--- config.mk ---
export PLATFORM = sky130hd
export DESIGN_NAME = drbg_access_arbiter
export DESIGN_NICKNAME = d
export VERILOG_FILES = /design/src/rtl/drbg_access_arbiter.sv
export SDC_FILE = /design/constraint.sdc
export NUM_CORES = 1
export LEC_CHECK = 0
export ABC_AREA = 1
export BUFFER_PORTS_ARGS = -buffer_cell sky130_fd_sc_hd__buf_2
export CAP_MARGIN = 25
export CORE_MARGIN = 5
export CORE_UTILIZATION = 27
export CTS_BUF_LIST = sky130_fd_sc_hd__clkbuf_16
export DETAILED_ROUTE_END_ITERATION = 6
export SLEW_MARGIN = 20
export SYNTH_ARGS = -nofsm -noshare
export SYNTH_HDL_FRONTEND = slang
export SYNTH_SLANG_ARGS = --single-unit
--- constraint.sdc ---
create_clock -name clk -period 1.3 [get_ports clk]
set_input_delay 0.26 -clock clk [delete_from_list [all_inputs] [get_ports clk]]
set_output_delay 0.26 -clock clk [all_outputs]
set_load 0.02 [all_outputs]
--- src/rtl/drbg_access_arbiter.sv ---
// Arbitrates seed requests (sync, frame) and random-bits requests (line) onto a single DRBG
// command port; one command in flight at a time, bounded by a completion timeout.
module drbg_access_arbiter #(
   parameter int TIMEOUT        = 1023,
   parameter int SEED_BURST_MAX = 2
) (
   input  logic       clk,
   input  logic       reset_n,
   input  logic       drbg_ready,
   input  logic       drbg_done,
   input  logic       block_reseed,
   input  logic       req_sync,
   input  logic       req_frame,
   input  logic       req_line,
   output logic       next_seed,
   output logic       next_bits,
   output logic [2:0] grant,
   output logic [2:0] ack,
   output logic       busy,
   output logic       timeout_err
);

   localparam int CW = $clog2(TIMEOUT + 1);
   localparam int BW = $clog2(SEED_BURST_MAX + 2);

   typedef enum logic [1:0] {S_IDLE, S_ISSUE, S_WAIT, S_ACK} state_t;

   state_t          state_q, state_d;
   logic [CW-1:0]   cnt_q, cnt_d;
   logic [BW-1:0]   burst_q, burst_d;
   logic [2:0]      grant_q, grant_d;
   logic [2:0]      ack_q, ack_d;
   logic            next_seed_q, next_seed_d;
   logic            next_bits_q, next_bits_d;
   logic            busy_q, busy_d;
   logic            timeout_err_q, timeout_err_d;

   logic            qual_sync, qual_frame, qual_line, burst_full;
   logic [2:0]      winner;

   always_comb begin
      state_d       = state_q;
      cnt_d         = cnt_q;
      burst_d       = burst_q;
      grant_d       = grant_q;
      ack_d         = 3'b000;
      next_seed_d   = 1'b0;
      next_bits_d   = 1'b0;
      timeout_err_d = timeout_err_q;
      winner        = 3'b000;
      qual_sync     = req_sync & ~block_reseed;
      qual_frame    = req_frame & ~block_reseed;
      qual_line     = req_line;
      burst_full    = (burst_q == BW'(SEED_BURST_MAX));

      case (state_q)
         S_IDLE: begin
            if (!req_line) begin
               burst_d = '0;
            end
            if (drbg_ready && (qual_sync || qual_frame || qual_line)) begin
               // The line scrambler is starved no longer than SEED_BURST_MAX seed commands.
               if (qual_line && burst_full) begin
                  winner = 3'b100;
               end else if (qual_sync) begin
                  winner = 3'b001;
               end else if (qual_frame) begin
                  winner = 3'b010;
               end else begin
                  winner = 3'b100;
               end
               grant_d = winner;
               state_d = S_ISSUE;
               if (winner[2]) begin
                  burst_d = '0;
               end else if (req_line && !burst_full) begin
                  burst_d = burst_q + BW'(1);
               end
            end
         end
         S_ISSUE: begin
            next_seed_d = ~grant_q[2];
            next_bits_d = grant_q[2];
            cnt_d       = CW'(1);
            state_d     = S_WAIT;
         end
         S_WAIT: begin
            // Completion takes precedence over a timeout landing in the same cycle.
            if (drbg_done) begin
               ack_d   = grant_q;
               state_d = S_ACK;
            end else if (cnt_q == CW'(TIMEOUT)) begin
               timeout_err_d = 1'b1;
               grant_d       = 3'b000;
               state_d       = S_IDLE;
            end else begin
               cnt_d = cnt_q + CW'(1);
            end
         end
         S_ACK: begin
            grant_d = 3'b000;
            state_d = S_IDLE;
         end
         default: begin
            grant_d = 3'b000;
            state_d = S_IDLE;
         end
      endcase

      busy_d = (state_d != S_IDLE);
   end

   always_ff @(posedge clk or negedge reset_n) begin
      if (!reset_n) begin
         state_q       <= S_IDLE;
         cnt_q         <= '0;
         burst_q       <= '0;
         grant_q       <= 3'b000;
         ack_q         <= 3'b000;
         next_seed_q   <= 1'b0;
         next_bits_q   <= 1'b0;
         busy_q        <= 1'b0;
         timeout_err_q <= 1'b0;
      end else begin
         state_q       <= state_d;
         cnt_q         <= cnt_d;
         burst_q       <= burst_d;
         grant_q       <= grant_d;
         ack_q         <= ack_d;
         next_seed_q   <= next_seed_d;
         next_bits_q   <= next_bits_d;
         busy_q        <= busy_d;
         timeout_err_q <= timeout_err_d;
      end
   end

   assign next_seed   = next_seed_q;
   assign next_bits   = next_bits_q;
   assign grant       = grant_q;
   assign ack         = ack_q;
   assign busy        = busy_q;
   assign timeout_err = timeout_err_q;

endmodule
==> summary.txt, run 1 <==
Run status
  – Status: finished with violations
  – Failing checks: negative hold slack, negative setup slack

Timing
  – RSZ-0062 raised after global routing: true
  – Worst slew margin relative to its limit: between 60 and 70%
  – Achievable Freq: about 740 MHz
  – Final setup fails: 13
  – Minimum clock period: ~1.4 ns
  – Setup ws final: -0.0568 ns
  – Hold WS: -0.0180 ns
  – Slew @ Worst Pin: 0.547 ns
  – Skew final: between 0.002 and 0.003 ns
  – Hold Violations, Final: 24
  – Final period utilization: 104%
  – Max Slew Vio Count: 0
  – Setup TNS: -0.527 ns

Critical path
  – Crit. Startpoint: cnt_q[0]
  – Worst reg2reg startpoint: cnt_q[0]
  – Worst Path Max Fanout: 7
  – FF-to-FF End: cnt_q[3]
  – Cells on worst reg2reg path: 8
  – Crit end category: flip-flop
  – Critical path startpoint category: flip-flop
  – WP data required: roughly 1.5 ns
  – Type of the worst setup path: flip-flop to flip-flop
  – Critical path data arrival time: 1.51 ns
  – Flop-to-flop setup slack: -0.06 ns

Drt
  – Vias: about 1.3k
  – Total wire length: about 3200 µm
  – First-pass DRT Iterations: 4
  – Initial DRC count: 51
  – Remaining antenna violation count: 0
  – DR vias/cell: 4.34
  – Drt wl/cell: between 10 and 15 µm
  – DR DRC count: 0

Synth
  – Top FF cell, synth: dfrtp_1
  – Ys async rst share: 100%
  – Post-Syn Area: around 0.0014 mm²
  – Synthesized flop and latch total: 24
  – Cell variety after synth: 27
  – Number of synthesized flops with an enable pin: 0
  – Syn nets: roughly 200
  – Post-Synthesis Cells: ~180
  – Mapped Avg Cell Area: 7.60 µm²
  – Seq/Total Area, Yosys: 43.4%
  – Ys Warns: 0

Layout
  – Leading cell type in the layout, fill and taps excluded: nand2_1
  – Ant. Diodes: 0
  – Final instance area: between 0.0015 and 0.002 mm²
  – Area delta synth->final: 43.4%
  – Layout cells sized above 1: 36.2%
  – Final core utilization: 39.3%
  – Nets@finish: ~240
  – Most frequent cells in the layout: nand2_1 (44), buf_4 (27), dfrtp_1 (23)

CTS
  – Root buffer cell: clkbuf_16
  – CTS buffer count: 3
  – CTS H-Tree Depth: 1
  – Skew-Pair Late Insertion Delay: around 0.26 ns
  – Hold buffer count at cts: 0
  – Clock buffer depth: 2
  – Clock sinks: 24
  – CTS tree: yes
  – Clk slew on worst S/H paths: about 0.07 ns

Placement
  – Pre-CTS WS: -0.130 ns
  – Area after DPL: roughly 0.0018 mm²
  – Routability cong.: 0.811
  – PortBufs: 17
  – Dpl hpwl: between 2000 and 2500 µm

Global routing
  – Antenna violations before repair: 0
  – GRT overflow: 0
  – Tot GR Track Use: roughly 11%
  – Vias in the first global route: about 1.3k
  – First-pass GRT wire length: ~5700 µm
  – Largest net degree at the start of global routing: 25

Pwr
  – P per Cell Area: between 1500 and 2000 mW/mm²
  – Lkg Pwr: 1.04 nW
  – Max VDD drop: about 1.3 mV

Die
  – Core box area: a little over 0.005 mm²
  – Starting Density: between 20% and 30%
  – Row cnt: 26
  – Die H: approximately 80 µm
  – Die W: slightly above 80 µm
  – Num ports: 18
  – Full die area: around 0.0067 mm²

Flow run
  – Max cap viols: 0

Min path
  – Worst Hold Class: input pin to asynchronous set/reset pin
## synth_stat cells (2+ instances only)
cell     number  area, µm²
buf_2         2       10.0
dfrtp_1      24        601
ha_1          6       75.1
inv_1        25       93.8
inv_2         3       11.3
nand2_1      49        184
nand2_2       2       12.5
nand3_1      23        115
nand4_1       8       50.1
nor2_1       18       67.6
nor2_2        2       12.5
o21ai_0       3       15.0
o21ai_1       2       10.0
o21ai_2       2       17.5
## cell families after synthesis
family                     Yosys count  synth area share (%)
AOI/OAI and AO/OA                   13                  6.24
xor gates and xnor gates             1                 0.634
adders and majority gates            6                  5.43
buffers and inverters               32                  9.41
DFF                                 24                  43.4
and+or+nand+nor                    106                  34.8
## flip-flops by register name (all words and copies together) (netlist names)
signal,cells
next_bits,1
burst_q,2
state_q,2
timeout_err,1
cnt_q,10
busy,1
ack,3
next_seed,1
grant,3
## what timing repair did
| action | 4_1_cts | 5_1_grt |
|---|---|---|
| hold endpoints to repair | 0 | 0 |
| setup buffers | 4 | 0 |
| setup endpoints to repair | 15 | 18 |
| pin swaps | 9 | 6 |
| resized for setup | 18 | 7 |
## cell type report
| cell class | count | area [µm²] |
|---|---|---|
| clock buffer | 3 | 75.1 |
| clock inverter | 1 | 30.0 |
| fill | 509 | 3060 |
| inverter | 28 | 108 |
| multi-input combinational | 126 | 751 |
| sequential | 24 | 602 |
| tap | 70 | 87.6 |
| timing repair buffer | 47 | 330 |
## metrics by stage
step	power (W)	std cells
2_1_floorplan	0.00206	182
3_3_place_gp	0.00262	291
3_5_place_dp	0.00264	291
4_1_cts	0.00382	299
5_1_grt	0.00410	299
6_report	0.00381	299
## layer usage
| layer | GRT usage, % | vias up | share of wire, % |
|---|---|---|---|
| li1 | - | 671 | - |
| met1 | 13.0 | 605 | 45 |
| met2 | 19.5 | 17 | 51 |
| met3 | 2.85 | 4 | 2.9 |
| met4 | 3.04 | 0 | 1.0 |
| met5 | 0 | - | 0 |
## power breakdown
group,switching (W),leakage [nW],internal (W)
clock,0.000279,0.0511,0.000612
sequential,0.000126,0.312,0.000928
combinational,0.00103,0.677,0.000831
total,0.00144,1.04,0.00237
## worst max-delay path: stages (launching register included)
cell and delay [ns]:
dfrtp_1 0.39, ha_4 0.16, nand3_4 0.09, nor2_4 0.16, nand2_4 0.08, nand2_4 0.08
nand2_2 0.12, nand4_1 0.10, nand2_1 0.06
## worst max path at each step
stage,endpoint,slack (ns),depth (start not counted)
3_5_place_dp,grant[2],-0.13,9
2_1_floorplan,grant[2],0.01,9
5_1_grt,cnt_q[5],-0.17,10
4_1_cts,cnt_q[5],-0.04,10
3_3_place_gp,grant[1],-0.11,9
6_report,cnt_q[3],-0.06,8
(Power assumes the default switching activity.)
==> run 2, diff against run 1 <==
--- a/config.mk
+++ b/config.mk
@@ -11,7 +11,9 @@
 export CORE_MARGIN = 5
 export CORE_UTILIZATION = 27
 export CTS_BUF_LIST = sky130_fd_sc_hd__clkbuf_16
+export CTS_CLUSTER_DIAMETER = 30
 export DETAILED_ROUTE_END_ITERATION = 6
+export MAX_ROUTING_LAYER = met4
 export SLEW_MARGIN = 20
 export SYNTH_ARGS = -nofsm -noshare
 export SYNTH_HDL_FRONTEND = slang
==> run 2 against run 1 <==
  * The flow still finishes with violations (negative hold slack, negative setup slack)
  * Largest cell class unchanged
  * Largest power group unchanged
  * Sequential power about the same
  * Die area stayed put
  * First-iteration DRC count unchanged
==> summary.txt, run 2 (synthesis results as in run 1) <==
Global routing
  – Tot GR Track Use: 11.3% (was 11.0%)
  – First-pass GRT wire length: 5700 µm (unchanged)
  – Vias in the first global route: 1348 (unchanged)
  – GRT overflow: 0 (unchanged)
  – Largest net degree at the start of global routing: 25 (unchanged)
  – Antenna violations before repair: 0 (unchanged)

Critical path
  – Critical path startpoint category: flip-flop (unchanged)
  – Max incr delay on CP: 0.39 ns (about the same)
  – WP data required: 1.45 ns (about the same)
  – Worst Path Max Fanout: 7 (unchanged)
  – Crit path top cell by count: nand2_4 (unchanged)
  – Cells on worst reg2reg path: 8 (unchanged)
  – Crit end category: flip-flop (unchanged)
  – Crit path cell chain: ha_4 -> nand3_4 -> nor2_4 -> nand2_4 -> nand2_4 -> nand2_2 -> nand4_1 -> nand2_1 (unchanged)
  – Crit-path slowest cell: dfrtp_1 (unchanged)
  – Critical path data arrival time: 1.51 ns (about the same)
  – Type of the worst setup path: flip-flop to flip-flop (unchanged)

Pwr
  – Cell-internal power: 0.00237 W (unchanged)
  – Lkg Pwr: 1.04 nW (unchanged)
  – Total power: 0.00381 W (about the same)
  – Max VDD drop: 1.28 mV (about the same)
  – Clock share of power: 23.4% (about the same)
  – P per Cell Area: 1920 mW/mm² (about the same)
  – Sw Share: 37.7% (about the same)
  – Comb power frac: 48.9% (about the same)
  – NetSw: 0.00143 W (was 0.00144 W)
  – Sequential power share: 27.7% (about the same)

Timing
  – Hold WS: -0.0180 ns (about the same)
  – Minimum clock period: 1.36 ns (about the same)
  – Max Slew Vio Count: 0 (unchanged)
  – Slew @ Worst Pin: 0.547 ns (about the same)
  – Hold Violations, Final: 24 (unchanged)
  – RSZ-0062 raised after global routing: true (unchanged)
  – Setup ws final: -0.0568 ns (about the same)
  – Achievable Freq: 737 MHz (unchanged)
  – Final setup fails: 13 (unchanged)
  – Final period utilization: 104% (about the same)
  – Worst slew margin relative to its limit: 63.5% (about the same)
  – Skew final: 0.00273 ns (was 0.00269 ns)

Layout
  – Leading cell type in the layout, fill and taps excluded: nand2_1 (unchanged)
  – Fillers: 509 (unchanged)
  – Final core utilization: 39.3% (unchanged)
  – Max reg flops: 10 (unchanged)
  – Final instance area: 0.00198 mm² (unchanged)
  – Ant. Diodes: 0 (unchanged)
  – Nets@finish: 244 (unchanged)
  – Register area: 602 µm² (unchanged)
  – Area delta synth->final: 43.4% (unchanged)
  – Footprint of the multi-input gates: 751 µm² (unchanged)
  – Fin cells: 299 (unchanged)
  – Most frequent cells in the layout: nand2_1 (44), buf_4 (27), dfrtp_1 (23) (unchanged)
  – Layout cells sized above 1: 36.2% (unchanged)
  – Most flops, register: cnt_q (unchanged)

Drt
  – Initial DRC count: 51 (unchanged)
  – Remaining antenna violation count: 0 (unchanged)
  – First-pass DRT Iterations: 4 (unchanged)
  – Total wire length: 3190 µm (about the same)
  – DR vias/cell: 4.34 (unchanged)
  – DR DRC count: 0 (unchanged)
  – Drt wl/cell: 10.7 µm (about the same)
  – Vias: 1297 (unchanged)

CTS
  – Hold buffer count at cts: 0 (unchanged)
  – CTS tree: yes (unchanged)
  – CTS H-Tree Depth: 1 (unchanged)
  – Clk slew on worst S/H paths: 0.07 ns (about the same)
  – Skew-Pair Late Insertion Delay: 0.26 ns (about the same)
  – Root buffer cell: clkbuf_16 (unchanged)
  – Clock buffer depth: 2 (unchanged)
  – Clock sinks: 24 (unchanged)
  – CTS buffer count: 3 (unchanged)

Die
  – Num ports: 18 (unchanged)
  – Core box area: 0.00504 mm² (unchanged)
  – Starting Density: 27.4% (unchanged)
  – Die W: 81.6 µm (unchanged)
  – Full die area: 0.00665 mm² (unchanged)
  – Row cnt: 26 (unchanged)
  – Die H: 81.6 µm (unchanged)

Placement
  – Area after DPL: 0.00176 mm² (unchanged)
  – Dpl hpwl: 2370 µm (unchanged)
  – Placed Cells: 291 (unchanged)
  – PortBufs: 17 (unchanged)
  – Routability cong.: 0.822 (was 0.811)

Flow run
  – Max cap viols: 0 (unchanged)

Run status
  – Failing checks: negative hold slack, negative setup slack (unchanged)
  – Status: finished with violations (unchanged)

Min path
  – Worst Hold Class: input pin to asynchronous set/reset pin (unchanged)
[run 2: power by group through the flow]
stage	Sequential [W]	Clock, W	Combinational (W)
after floorplan	0.00117	0	0.000892
after global placement	0.00106	0	0.00156
after detailed placement	0.00106	0	0.00158
after CTS	0.00106	0.000920	0.00184
after global routing	0.00109	0.000952	0.00206
final	0.00105	0.000891	0.00186
[run 2: through the flow]
step           TNS (ns)  setup slack, ns
6_report         -0.526          -0.0568
4_1_cts          -0.236          -0.0408
5_1_grt           -1.88           -0.173
2_1_floorplan         0          0.00981
3_5_place_dp     -0.574           -0.130
3_3_place_gp     -0.395           -0.112
[run 2: area by class of cell]
class                   count  area share [%]
multi-input cells         126            37.9
repair buffers             47            16.7
flip-flops and latches     24            30.3
well taps                  70            4.42
inverters                  28            5.43
clock buffers               3            3.79
clock inverters             1            1.51
[run 2: timing repair]
action                                 CTS  global route
endpoints found under the hold margin    0             0
pin swaps                                9             6
setup endpoints to repair               15            18
cloned                                   0             0
resized for setup                       18             7
setup buffers                            4             0
[run 2: worst paths after layout]
path / start / endpoint / slack [ns]
worst max-delay path: cnt_q[0] / cnt_q[3] / -0.06
max in group asynchronous: reset_n / state_q[1] / 0.92
worst max register to register: cnt_q[0] / cnt_q[3] / -0.06
worst min register to register: timeout_err / timeout_err / 0.46
worst min-delay path: reset_n / cnt_q[9] / -0.02
min in group clk: drbg_ready / burst_q[1] / 0.32
[run 2: layer usage]
| metal | vias to the layer above | wire length, µm | global-route usage (%) |
|---|---|---|---|
| met5 | - | 0 | - |
| met2 | 17 | 1640 | 19.5 |
| met4 | 0 | 32 | 3.04 |
| met3 | 4 | 87 | 2.74 |
| met1 | 605 | 1430 | 13.1 |
| li1 | 671 | - | - |
[run 2: critical path, delay by kind of cell, from the launching register on]
kind,cells,cell delay [ns]
fa+ha+maj,1,0.16
flops,1,0.39
simple gates,7,0.69
